## src/rtl/instr_fetch_unit.sv

```systemverilog
// Instruction fetch unit: IDLE/REQ/WAIT/DONE fetch FSM with
// redirect capture, wait-state timeout and IR field decode.
module instr_fetch_unit #(
  parameter logic [15:0] RESET_PC = 16'h0000,
  parameter logic [7:0]  TIMEOUT  = 8'd255
) (
  input  logic        clk,
  input  logic        reset,
  input  logic        fetch_en,
  input  logic        redirect,
  input  logic [15:0] redirect_pc,
  input  logic [15:0] imem_rdata,
  input  logic        imem_ack,
  output logic        imem_req,
  output logic [15:0] imem_addr,
  output logic [3:0]  opcode,
  output logic [2:0]  ra,
  output logic [2:0]  rb,
  output logic [2:0]  rc,
  output logic [1:0]  funct,
  output logic [5:0]  imm6,
  output logic [8:0]  imm9,
  output logic [15:0] ir_pc,
  output logic [15:0] pc_plus1,
  output logic        ir_valid,
  output logic        stall,
  output logic        fetch_err
);

  typedef enum logic [1:0] {
    S_IDLE,
    S_REQ,
    S_WAIT,
    S_DONE
  } state_e;

  state_e      state_q, state_d;
  logic [15:0] pc_q, pc_d;
  logic [15:0] ir_q, ir_d;
  logic [15:0] ir_pc_q, ir_pc_d;
  logic [15:0] pp1_q, pp1_d;
  logic        ir_valid_q, ir_valid_d;
  logic        err_q, err_d;
  logic        pend_q, pend_d;
  logic [15:0] pend_pc_q, pend_pc_d;
  logic [7:0]  wcnt_q, wcnt_d;
  logic        req_q, req_d;

  logic        busy;
  logic        latch;
  logic        tmo;
  logic        redir_any;
  logic [15:0] redir_tgt;
  logic [15:0] pc_inc;

  assign busy      = (state_q == S_REQ) || (state_q == S_WAIT);
  assign latch     = busy && imem_ack;
  assign tmo       = (state_q == S_WAIT) && !imem_ack &&
                     (({1'b0, wcnt_q} + 9'd1) >= {1'b0, TIMEOUT});
  assign redir_any = redirect || pend_q;
  assign redir_tgt = redirect ? redirect_pc : pend_pc_q;
  assign pc_inc    = pc_q + 16'd1;

  // Next-state: FSM transitions, IR latch, redirect and timeout handling
  always_comb begin
    state_d    = state_q;
    pc_d       = pc_q;
    ir_d       = ir_q;
    ir_pc_d    = ir_pc_q;
    pp1_d      = pp1_q;
    ir_valid_d = ir_valid_q;
    err_d      = err_q;
    pend_d     = pend_q;
    pend_pc_d  = pend_pc_q;
    wcnt_d     = wcnt_q;
    unique case (state_q)
      S_IDLE, S_DONE: begin
        if (redirect) begin
          pc_d = redirect_pc;
        end
        if (fetch_en) begin
          state_d = S_REQ;
        end else begin
          state_d = S_IDLE;
        end
      end
      S_REQ, S_WAIT: begin
        if (latch) begin
          ir_d       = imem_rdata;
          ir_pc_d    = pc_q;
          pp1_d      = pc_inc;
          ir_valid_d = 1'b1;
          pc_d       = redir_any ? redir_tgt : pc_inc;
          pend_d     = 1'b0;
          state_d    = S_DONE;
        end else if (tmo) begin
          err_d   = 1'b1;
          if (redir_any) begin
            pc_d = redir_tgt;
          end
          pend_d  = 1'b0;
          state_d = S_IDLE;
        end else begin
          if (redirect) begin
            pend_d    = 1'b1;
            pend_pc_d = redirect_pc;
          end
          if (state_q == S_REQ) begin
            state_d = S_WAIT;
            wcnt_d  = 8'd0;
          end else begin
            wcnt_d  = wcnt_q + 8'd1;
          end
        end
      end
    endcase
    // A new fetch invalidates IR until its own latch
    if (state_d == S_REQ) begin
      ir_valid_d = 1'b0;
      wcnt_d     = 8'd0;
    end
    req_d = (state_d == S_REQ) || (state_d == S_WAIT);
  end

  // State registers with asynchronous active-high reset
  always_ff @(posedge clk or posedge reset) begin
    if (reset) begin
      state_q    <= S_IDLE;
      pc_q       <= RESET_PC;
      ir_q       <= 16'h0000;
      ir_pc_q    <= 16'h0000;
      pp1_q      <= 16'h0000;
      ir_valid_q <= 1'b0;
      err_q      <= 1'b0;
      pend_q     <= 1'b0;
      pend_pc_q  <= 16'h0000;
      wcnt_q     <= 8'd0;
      req_q      <= 1'b0;
    end else begin
      state_q    <= state_d;
      pc_q       <= pc_d;
      ir_q       <= ir_d;
      ir_pc_q    <= ir_pc_d;
      pp1_q      <= pp1_d;
      ir_valid_q <= ir_valid_d;
      err_q      <= err_d;
      pend_q     <= pend_d;
      pend_pc_q  <= pend_pc_d;
      wcnt_q     <= wcnt_d;
      req_q      <= req_d;
    end
  end

  assign imem_req  = req_q;
  assign imem_addr = pc_q;
  assign stall     = !reset &&
                     (req_q || ((state_q == S_IDLE) && fetch_en));
  assign ir_valid  = ir_valid_q;
  assign fetch_err = err_q;
  assign ir_pc     = ir_pc_q;
  assign pc_plus1  = pp1_q;

  assign opcode = ir_q[15:12];
  assign ra     = ir_q[11:9];
  assign rb     = ir_q[8:6];
  assign rc     = ir_q[5:3];
  assign funct  = ir_q[1:0];
  assign imm6   = ir_q[5:0];
  assign imm9   = ir_q[8:0];

endmodule

```

## config.mk

```make
export PLATFORM = sky130hd
export DESIGN_NAME = instr_fetch_unit
export DESIGN_NICKNAME = d
export VERILOG_FILES = /design/src/rtl/instr_fetch_unit.sv
export SDC_FILE = /design/constraint.sdc
export NUM_CORES = 1
export LEC_CHECK = 0
export BUFFER_PORTS_ARGS = -buffer_cell sky130_fd_sc_hd__buf_2
export CORE_ASPECT_RATIO = 1.2
export CORE_MARGIN = 4
export CORE_UTILIZATION = 45
export DETAILED_ROUTE_END_ITERATION = 10
export HOLD_SLACK_MARGIN = 0.05
export PLACE_DENSITY = 0.65
export SLEW_MARGIN = 20
export SYNTH_ARGS = -nofsm -noshare
export SYNTH_HDL_FRONTEND = slang
export SYNTH_SLANG_ARGS = --single-unit
```

## constraint.sdc

```tcl
create_clock -name clk -period 9.1 [get_ports clk]
set_input_delay 0.91 -clock clk [delete_from_list [all_inputs] [get_ports clk]]
set_output_delay 0.91 -clock clk [all_outputs]
set_load 0.01 [all_outputs]
```

==> results of run 1 <==
[cell usage after synthesis, types with 4 or more instances]
| cell type | number | area [um^2] |
|---|---|---|
| sky130_fd_sc_hd__nand2_1 | 144 | 541 |
| sky130_fd_sc_hd__dfrtp_1 | 94 | 2350 |
| sky130_fd_sc_hd__o21ai_0 | 62 | 310 |
| sky130_fd_sc_hd__nor2_1 | 26 | 97.6 |
| sky130_fd_sc_hd__a21oi_1 | 23 | 115 |
| sky130_fd_sc_hd__clkbuf_1 | 22 | 82.6 |
| sky130_fd_sc_hd__buf_4 | 14 | 105 |
| sky130_fd_sc_hd__mux2_4 | 10 | 150 |
| sky130_fd_sc_hd__ha_1 | 9 | 113 |
| sky130_fd_sc_hd__inv_1 | 8 | 30.0 |
| sky130_fd_sc_hd__xnor2_1 | 7 | 61.3 |
| sky130_fd_sc_hd__xor2_1 | 7 | 61.3 |
| sky130_fd_sc_hd__and3_1 | 6 | 37.5 |
| sky130_fd_sc_hd__mux2_2 | 6 | 67.6 |
| sky130_fd_sc_hd__nand3_1 | 6 | 30.0 |
| sky130_fd_sc_hd__o311ai_0 | 5 | 43.8 |
| sky130_fd_sc_hd__a211oi_1 | 4 | 30.0 |
| sky130_fd_sc_hd__nand2b_1 | 4 | 25.0 |
| sky130_fd_sc_hd__nand4_1 | 4 | 25.0 |
| sky130_fd_sc_hd__nor2b_1 | 4 | 25.0 |
[layout make-up]
cell class                 instances  share of cell area, %
clock buffer                      13                   4.53
tap                              126                   2.86
timing repair buffer             120                   11.0
inverter                           8                  0.567
multi-input combinational        370                   37.6
sequential                        94                   42.6
clock inverter                     3                  0.793
[worst min path at each step]
| stage | startpoint | to | slack (ns) | depth (start not counted) |
|---|---|---|---|---|
| after floorplan | pend_pc_q[10] | pend_pc_q[10] | 0.47 | 1 |
| after global routing | pc_plus1[5] | pc_plus1[5] | 0.49 | 2 |
| final | ir_pc[11] | ir_pc[11] | 0.47 | 2 |
| after detailed placement | ir_q[11] | ir_q[11] | 0.46 | 2 |
| after global placement | ir_q[9] | ir_q[9] | 0.45 | 2 |
| after CTS | ir_pc[11] | ir_pc[11] | 0.48 | 2 |
[power breakdown]
group | internal, mW | switching (mW) | leakage (nW)
sequential | 0.609 | 0.167 | 1.17
combinational | 0.368 | 0.562 | 1.46
clock | 0.221 | 0.150 | 0.144
[stage by stage]
stage / total power, mW / setup WS [ns] / area [um^2]
finish: 2.08 / 5.68 / 5520
global route: 2.25 / 5.45 / 5520
CTS: 2.10 / 5.70 / 5510
detailed placement: 1.72 / 5.66 / 5220
global placement: 1.69 / 5.79 / 5220
floorplan: 1.43 / 5.74 / 4680
[sequential cells by signal, summed over array words and instances, names as in the netlist]
| name | flops |
|---|---|
| fetch_err | 1 |
| imem_addr | 16 |
| imem_req | 1 |
| ir_pc | 16 |
| ir_q | 16 |
| ir_valid | 1 |
| pc_plus1 | 16 |
| pend_pc_q | 16 |
| pend_q | 1 |
| state_q | 2 |
| wcnt_q | 8 |
[cells by family after synthesis]
family | Yosys count
AO/OA/AOI/OAI | 117
XOR/XNOR | 14
adder cells (fa/ha/maj) | 9
buffers and inverters | 49
flip-flops | 94
multiplexers | 16
AND/OR/NAND/NOR | 214
[metal layers]
layer,vias up,global-route usage (%),part of all wire (%)
li1,1912,-,-
met1,1870,25.5,44
met2,121,30.4,49
met3,17,3.26,6.3
met4,0,7.40,1.7
met5,-,0,0
[tightest hold or removal path, cell delays in order, from the launching register on]
cell,delay [ns]
sky130_fd_sc_hd__dfrtp_1,0.34
sky130_fd_sc_hd__nand2_1,0.05
sky130_fd_sc_hd__nand2_1,0.05
==> reports/qor.csv, run 1 <==
stage,metric,value,unit
critical_path,worstSetupPathType,flop to flop,
critical_path,critical_path_arrival,3.65,ns
logic_synthesis,synth_top_flop_cell,sky130_fd_sc_hd__dfrtp_1,
timing,setup-violations-final,0,
clock_network,clock-root-buffer,sky130_fd_sc_hd__clkbuf_16,
logic_synthesis,synthMuxAreaShare,4.66,%
logic_synthesis,synth-compound-area-share,14.7,%
timing,final.setup.tns,0,ns
logic_synthesis,synth_top_family_by_area,simple AND/OR/NAND/NOR gates,
critical_path,setup.reg_to_reg.worst_slack,5.68,ns
outcome,status,"finished, final reports clean",
timing,grt_setup_unrepaired,no,
power,worst_ir_drop_vdd,0.186,mV
worst_hold_path,min_path_type,flop to flop,
critical_path,slowest_delay,0.45,ns
place,gpl.final_weighted_congestion,0.833,
logic_synthesis,post_synthesis_cell_type_count,52,
drt,vias_per_cell,5.34,
drt,num_vias,3920,
floorplan,start_util,46.5,%
flow_run,max-cap-violations,0,
logic_synthesis,post_synth_and_or_nand_nor_area_fraction,19.8,%
drt,routed_wl,11400,um
clock_network,clock_tree_from_tritoncts,yes,
logic_synthesis,synth_xor_area_share,2.62,%
layout,fill_cells,938,
power,p_per_area,376,nW/um^2
timing,finalCritPeriodShare,37.6,%
power,static-leakage-power,2.78,nW
timing,final_max_slew_viol_count,0,
logic_synthesis,synth_enable_flop_cells,0,
place,instance_count_after_placement_with_tap_cells_included,718,
layout,area_taken_by_multi_input_logic_gates,2080,um^2
critical_path,worstRegToRegCells,12,
global_route,antenna_found_initial,0,
clock_network,h-tree-depth,3,
layout,final_common_cell,sky130_fd_sc_hd__nand2_1,
drt,antenna_left,0,
critical_path,critical_path_cell_count,12,
logic_synthesis,seq_area_frac_synth,50.3,%
critical_path,critical_path.slowest_cell,sky130_fd_sc_hd__dfrtp_1,
global_route,global_route.overflow_total,0,
floorplan,core-area,10100,um^2
layout,number_of_antenna_repair_diodes,0,
layout,areaGrowthSynthToFinish,18.1,%
global_route,grt_max_degree,81,
floorplan,floorplan.die.width,101,um
place,detailedPlacementHpwl,8090,um
clock_network,clock_sinks,94,
logic_synthesis,synth.ff_latch_count,94,
timing,final.hold.worst_slack,0.472,ns
clock_network,cts_inserted_buffers,9,
logic_synthesis,asyncSetResetFlopFracSynth,100,%
critical_path,critical_path.max_fanout,10,
global_route,grt_first_pass_wirelength,18500,um
timing,slew-limit-headroom,29.6,%
drt,drt_pre_antenna_iters,5,
critical_path,endpoint_of_the_most_critical_register_to_register_path,wcnt_q[5],
floorplan,die_h,120,um
global_route,grt_pass1_vias,3696,
drt,drcViolationCount,0,
timing,slew_at_the_pin_closest_to_its_max_slew_limit,1.05,ns
logic_synthesis,syn_area_per_cell,9.11,um^2
layout,seqCellArea,2350,um^2
critical_path,worstSetupStartpoint,wcnt_q[0],
clock_network,ctsLongestPathBuffers,2,
critical_path,timing.critical_path.cells,ha_1 > nor2b_1 > and4_1 > a311oi_2 > nor3_1 > or2_2 > a21oi_1 > o21ai_0 > ha_1 > or2_2 > or2_1 > o41ai_1,
drt,violation_count_after_the_first_detailed_route_iteration,179,
logic_synthesis,yosys_warnings,0,
logic_synthesis,netlist_instances,513,
logic_synthesis,post_synth_fa_ha_maj_area_fraction,2.41,%
floorplan,die_area,12100,um^2
floorplan,placement_rows,40,
timing,post_layout_minimum_cycle_time,3.42,ns
critical_path,crit-reg2reg-launch,wcnt_q[0],
global_route,groute.usage.overall,19.0,%
clock_network,post_cts_resized,0,
floorplan,design.portCount,119,
critical_path,worstSetupEndpointType,flop,
clock_network,post_cts.repair.setup_buffers,0,
critical_path,cp.required,9.33,ns
critical_path,critPathTopFamily,simple AND/OR/NAND/NOR gates,
layout,layout_common_cells,"143 x sky130_fd_sc_hd__nand2_1, 118 x sky130_fd_sc_hd__buf_2, 94 x sky130_fd_sc_hd__dfrtp_1",
layout,final_cells,734,
drt,post_drt_wl_per_cell,15.5,um
logic_synthesis,mapped_cell_area,4680,um^2
critical_path,worstSetupStartpointType,flop,
timing,timing_hold_violations_final,0,
critical_path,critPathCapture,wcnt_q[5],
clock_network,cts.hold.buffers_added,0,
place,buffer_ports.inserted,118,
clock_network,clock_latency,0.34,ns
critical_path,cp_num_buf_inv,0,
layout,final_util,54.9,%
clock_network,clk_pin_slew,0.06,ns
timing,fmax,0.292,GHz
logic_synthesis,synth_nets,559,
timing,fin_skew,0.00807,ns
layout,share_of_cells_above_drive_strength_1,26.2,%
layout,fin_nets,649,
No activity file was read; power rests on OpenSTA's default activity.
==> run 2, diff against run 1 <==
clock period = 3.6 ns   (was 9.1 ns; I/O delays follow)
==> run 2 against run 1 <==
  * Count of clock-buffer cells in the layout down 1
  * Via count up 1.5%
  * Global-route usage up 0.46 points
  * Non-clock buffer count up 9
  * First-iteration DRC count up 28%
  * Register-to-register slack worse by 5.4 ns
  * Critical path depth unchanged
  * Wire length up 1.9%
  * Worst setup slack worse by 5.4 ns
  * Power rose to 2.6 times the previous value
==> reports/qor.csv, run 2 (synthesis results as in run 1) <==
stage,metric,value,unit
timing,setup-violations-final,0,
power,power,5.39,mW
floorplan,placement_rows,40,
timing,slew_at_the_pin_closest_to_its_max_slew_limit,0.683,ns
clock_network,clk_pin_slew,0.07,ns
layout,layout_common_cells,"143 x sky130_fd_sc_hd__nand2_1, 118 x sky130_fd_sc_hd__buf_2, 94 x sky130_fd_sc_hd__dfrtp_1",
place,placed_area,5250,um^2
place,gpl.final_weighted_congestion,0.857,
floorplan,start_util,46.5,%
timing,fin_skew,0.00775,ns
floorplan,core-area,10100,um^2
power,worst_ir_drop_vdd,0.515,mV
place,buffer_ports.inserted,118,
layout,number_of_antenna_repair_diodes,0,
clock_network,clock_sinks,94,
global_route,global_route.overflow_total,0,
timing,final_max_slew_viol_count,0,
drt,antenna_left,0,
outcome,status,"finished, final reports clean",
flow_run,max-cap-violations,0,
floorplan,die_area,12100,um^2
clock_network,cts_inserted_buffers,9,
drt,num_vias,3978,
clock_network,clock_tree_from_tritoncts,yes,
layout,areaGrowthSynthToFinish,19.9,%
critical_path,worstSetupStartpointType,flop,
layout,fin_nets,658,
drt,vias_per_cell,5.35,
timing,grt_setup_unrepaired,no,
timing,final.hold.worst_slack,0.207,ns
drt,routed_wl,11600,um
global_route,grt_first_pass_wirelength,18900,um
timing,finalCritPeriodShare,92.8,%
clock_network,clock-root-buffer,sky130_fd_sc_hd__clkbuf_16,
layout,final_cells,743,
power,p_per_area,961,nW/um^2
drt,drt_pre_antenna_iters,5,
critical_path,worstSetupEndpointType,flop,
timing,timing_hold_violations_final,0,
critical_path,cp.required,3.83,ns
floorplan,design.portCount,119,
clock_network,h-tree-depth,3,
drt,violation_count_after_the_first_detailed_route_iteration,230,
power,static-leakage-power,2.83,nW
floorplan,floorplan.die.width,101,um
timing,final.setup.tns,0,ns
place,instance_count_after_placement_with_tap_cells_included,722,
place,detailedPlacementHpwl,8200,um
global_route,antenna_found_initial,0,
worst_hold_path,min_path_type,input port to flop,
timing,slew-limit-headroom,54.5,%
timing,setup_ws,0.259,ns
layout,final_util,55.7,%
drt,drcViolationCount,0,
floorplan,die_h,120,um
timing,fmax,0.299,GHz
critical_path,critical_path.max_fanout,10,
layout,share_of_cells_above_drive_strength_1,27.4,%
layout,final_design_area_no_fill,5610,um^2
timing,post_layout_minimum_cycle_time,3.34,ns
place,placement.setup.worst_slack,0.142,ns
global_route,grt_pass1_vias,3760,
drt,post_drt_wl_per_cell,15.6,um
critical_path,critical_path_arrival,3.57,ns
clock_network,ctsLongestPathBuffers,2,
global_route,grt_max_degree,66,
global_route,groute.usage.overall,19.4,%
critical_path,worstSetupPathType,flop to flop,
layout,final_common_cell,sky130_fd_sc_hd__nand2_1,
clock_network,clock_latency,0.34,ns
run 2: changes by cell type in the layout (fill, tap and decap cells not counted), sizes merged:
cell / delta
clkbuf: -1
dlygate4sd3: +1
clkinvlp: +1
buf: +8
run 2: report_power, final:
group / internal, mW / total (mW) / switching [mW]
Combinational: 1.01 / 2.46 / 1.45
Sequential: 1.54 / 1.96 / 0.416
Clock: 0.579 / 0.972 / 0.393
Total: 3.12 / 5.39 / 2.26
run 2: final timing paths:
kind | from | endpoint | slack [ns] | cells past startpoint
hold reg to reg | ir_q[15] | ir_q[15] | 0.47 | 2
hold / removal | imem_rdata[15] | ir_q[15] | 0.21 | 3
min in group asynchronous | reset | pend_pc_q[1] | 0.55 | 3
setup / recovery | wcnt_q[0] | wcnt_q[5] | 0.26 | 12
setup reg to reg | wcnt_q[0] | wcnt_q[5] | 0.26 | 12
max in group asynchronous | reset | imem_addr[15] | 2.16 | 4
run 2: final cells by class:
class	instances	area, um^2
Fill cell	919	4450
Timing Repair Buffer	129	676
Clock inverter	4	55.1
Multi-Input combinational cell	370	2080
Clock buffer	12	256
Tap cell	126	158
Sequential cell	94	2350
Inverter	8	31.3
run 2: timing repair:
action,4_1_cts,5_1_grt
hold buffers,1,0
setup endpoints to repair,0,5
hold endpoints to repair,19,0
setup buffers,0,4
gates resized for setup,0,1
run 2: worst max-delay path, stage by stage (launching register included):
cell	delay (ns)
sky130_fd_sc_hd__dfrtp_1	0.45
sky130_fd_sc_hd__ha_1	0.28
sky130_fd_sc_hd__nor2b_1	0.15
sky130_fd_sc_hd__and4_1	0.21
sky130_fd_sc_hd__a311oi_2	0.31
sky130_fd_sc_hd__nor3_1	0.13
sky130_fd_sc_hd__or2_2	0.33
sky130_fd_sc_hd__a21oi_1	0.18
sky130_fd_sc_hd__o21ai_0	0.10
sky130_fd_sc_hd__ha_1	0.26
sky130_fd_sc_hd__or2_4	0.31
sky130_fd_sc_hd__or2_1	0.28
sky130_fd_sc_hd__o41ai_1	0.25
run 2: layer usage:
layer  part of all wire (%)  GRT usage (%)  wire length (um)  up-vias
met5                      0              0                 0        -
met4                    1.2           6.40               144        0
met3                    6.9           4.01               795       12
met2                     49           31.3              5640      147
met1                     43           26.0              5000     1889
li1                       -              -                 -     1930
==> run 3, diff against run 2 <==
CORE_UTILIZATION = 35   (was 45)
PLACE_DENSITY = 0.53   (was 0.65)
==> run 3 against run 2 <==
  * Combinational power down 3%
  * Die area up 26%
  * First-iteration DRC count up 9.6%
  * Sequential power about the same
  * Power down 1.5%
  * Critical path type unchanged
==> reports/qor.csv, run 3 (synthesis results as in run 1) <==
stage,metric,value,unit
timing,final_max_slew_viol_count,0,
layout,areaGrowthSynthToFinish,20.1,%
floorplan,die_h,135,um
clock_network,clock_sinks,94,
place,detailedPlacementHpwl,8430,um
critical_path,critical_path_arrival,3.64,ns
drt,drt_pre_antenna_iters,4,
floorplan,start_util,35.5,%
place,buffer_ports.inserted,118,
global_route,grt_util_met3,3.45,%
critical_path,crit-reg2reg-launch,wcnt_q[0],
global_route,grt_util_met2,25.8,%
drt,drcViolationCount,0,
place,gpl.final_weighted_congestion,0.819,
layout,share_of_cells_above_drive_strength_1,27.3,%
clock_network,cts.hold.buffers_added,0,
clock_network,cts_inserted_buffers,9,
timing,slew_at_the_pin_closest_to_its_max_slew_limit,0.923,ns
timing,fin_skew,0.0101,ns
worst_hold_path,hold_path_end,ir_q[3],
layout,final_common_cell,sky130_fd_sc_hd__nand2_1,
drt,num_vias,3856,
layout,fin_nets,653,
timing,post_layout_minimum_cycle_time,3.40,ns
worst_hold_path,hold-path-cell-count,3,
timing,grt_setup_unrepaired,no,
clock_network,clock_latency,0.35,ns
critical_path,timing.critical_path.cells,ha_1 > nor2b_1 > and4_1 > a311oi_2 > nor3_1 > or2_2 > a21oi_1 > o21ai_0 > ha_1 > or2_2 > or2_1 > o41ai_2,
clock_network,ctsLongestPathBuffers,2,
timing,slew-limit-headroom,38.5,%
critical_path,worstSetupEndpointType,flop,
critical_path,worstSetupStartpointType,flop,
global_route,groute.usage.overall,15.6,%
critical_path,critical_path.slowest_cell,sky130_fd_sc_hd__dfrtp_1,
worst_hold_path,hold_start,imem_rdata[3],
drt,antenna_left,0,
global_route,global_route.overflow_total,0,
critical_path,worstRegToRegCells,12,
critical_path,setup.reg_to_reg.worst_slack,0.20,ns
drt,violation_count_after_the_first_detailed_route_iteration,252,
critical_path,critical_path.max_fanout,10,
layout,layout_common_cells,"143 x sky130_fd_sc_hd__nand2_1, 118 x sky130_fd_sc_hd__buf_2, 94 x sky130_fd_sc_hd__dfrtp_1",
timing,final.setup.tns,0,ns
critical_path,worstSetupPathType,flop to flop,
floorplan,core-area,13200,um^2
drt,routed_wl,12000,um
layout,number_of_antenna_repair_diodes,0,
timing,setup-violations-final,0,
timing,fmax,0.294,GHz
outcome,status,"finished, final reports clean",
timing,timing_hold_violations_final,0,
timing,finalCritPeriodShare,94.4,%
global_route,grt_pass1_vias,3637,
floorplan,design.portCount,119,
worst_hold_path,min_path_type,input port to flop,
power,static-leakage-power,2.80,nW
critical_path,slowest_delay,0.45,ns
clock_network,clock_tree_from_tritoncts,yes,
global_route,met1_routing_resource_usage_after_global_routing,20.4,%
drt,vias_per_cell,4.94,
floorplan,floorplan.die.width,114,um
critical_path,cp.required,3.84,ns
drt,post_drt_wl_per_cell,15.3,um
timing,final.hold.worst_slack,0.205,ns
power,p_per_area,945,nW/um^2
global_route,grt_first_pass_wirelength,19200,um
global_route,top_usage_layer,met2,
global_route,antenna_found_initial,1,
clock_network,clk_pin_slew,0.07,ns
critical_path,endpoint_of_the_most_critical_register_to_register_path,wcnt_q[5],
clock_network,h-tree-depth,3,
clock_network,clock-root-buffer,sky130_fd_sc_hd__clkbuf_16,
power,worst_ir_drop_vdd,0.349,mV
global_route,grt_max_degree,75,
floorplan,placement_rows,46,
flow_run,max-cap-violations,0,
floorplan,die_area,15300,um^2
==> run 3: power breakdown <==
part           total (mW)  internal, mW  leakage [nW]  switching, mW
logic                2.39         0.955          1.49           1.43
registers            1.96          1.54          1.17          0.423
clock network       0.960         0.543         0.139          0.416
==> run 3: layout make-up <==
cell class                 instances  area [um^2]
tap                              168          210
fill                            1315         7560
sequential                        94         2350
multi-input combinational        370         2090
inverter                           8         32.5
clock buffer                      10          229
clock inverter                     6         71.3
timing repair buffer             124          636
==> run 3: per-stage QoR <==
stage / util (%) / total power, mW / instances / worst slack, ns / area [um^2]
2_1_floorplan: - / 3.61 / 513 / 0.376 / 4680
3_3_place_gp: 40.2 / 4.33 / 764 / 0.276 / 5300
3_5_place_dp: 40.2 / 4.39 / 764 / 0.148 / 5300
4_1_cts: 42.5 / 5.36 / 780 / 0.129 / 5600
5_1_grt: 42.6 / 5.75 / 780 / 0.00972 / 5620
6_report: 42.6 / 5.31 / 780 / 0.201 / 5620
==> run 3: worst max-delay path by stage <==
stage,from,to,slack (ns),cells after the start
after floorplan,wcnt_q[0],wcnt_q[5],0.38,13
after global placement,wcnt_q[0],wcnt_q[5],0.28,12
after detailed placement,wcnt_q[0],wcnt_q[5],0.15,12
after CTS,wcnt_q[0],wcnt_q[5],0.13,12
after global routing,wcnt_q[0],wcnt_q[5],0.01,12
final,wcnt_q[0],wcnt_q[5],0.20,12
==> run 3: worst max-delay path, delay by kind of cell, from the launching register on <==
kind	cells	cell delay [ns]
and+or+nand+nor	6	1.50
AOI/OAI and AO/OA	4	0.79
adders and majority gates	2	0.53
DFF	1	0.45
==> run 3: layer usage <==
metal,up-vias,wire length [um],part of all wire [%]
met4,2,178,1.5
li1,1925,-,-
met3,17,706,5.9
met5,-,13,0.11
met2,92,5760,48
met1,1820,5320,44
==> run 3: timing repair <==
| action | 4_1_cts | 5_1_grt |
|---|---|---|
| setup endpoints to repair | 0 | 2 |
| setup buffers | 0 | 0 |
| gates resized for setup | 0 | 2 |
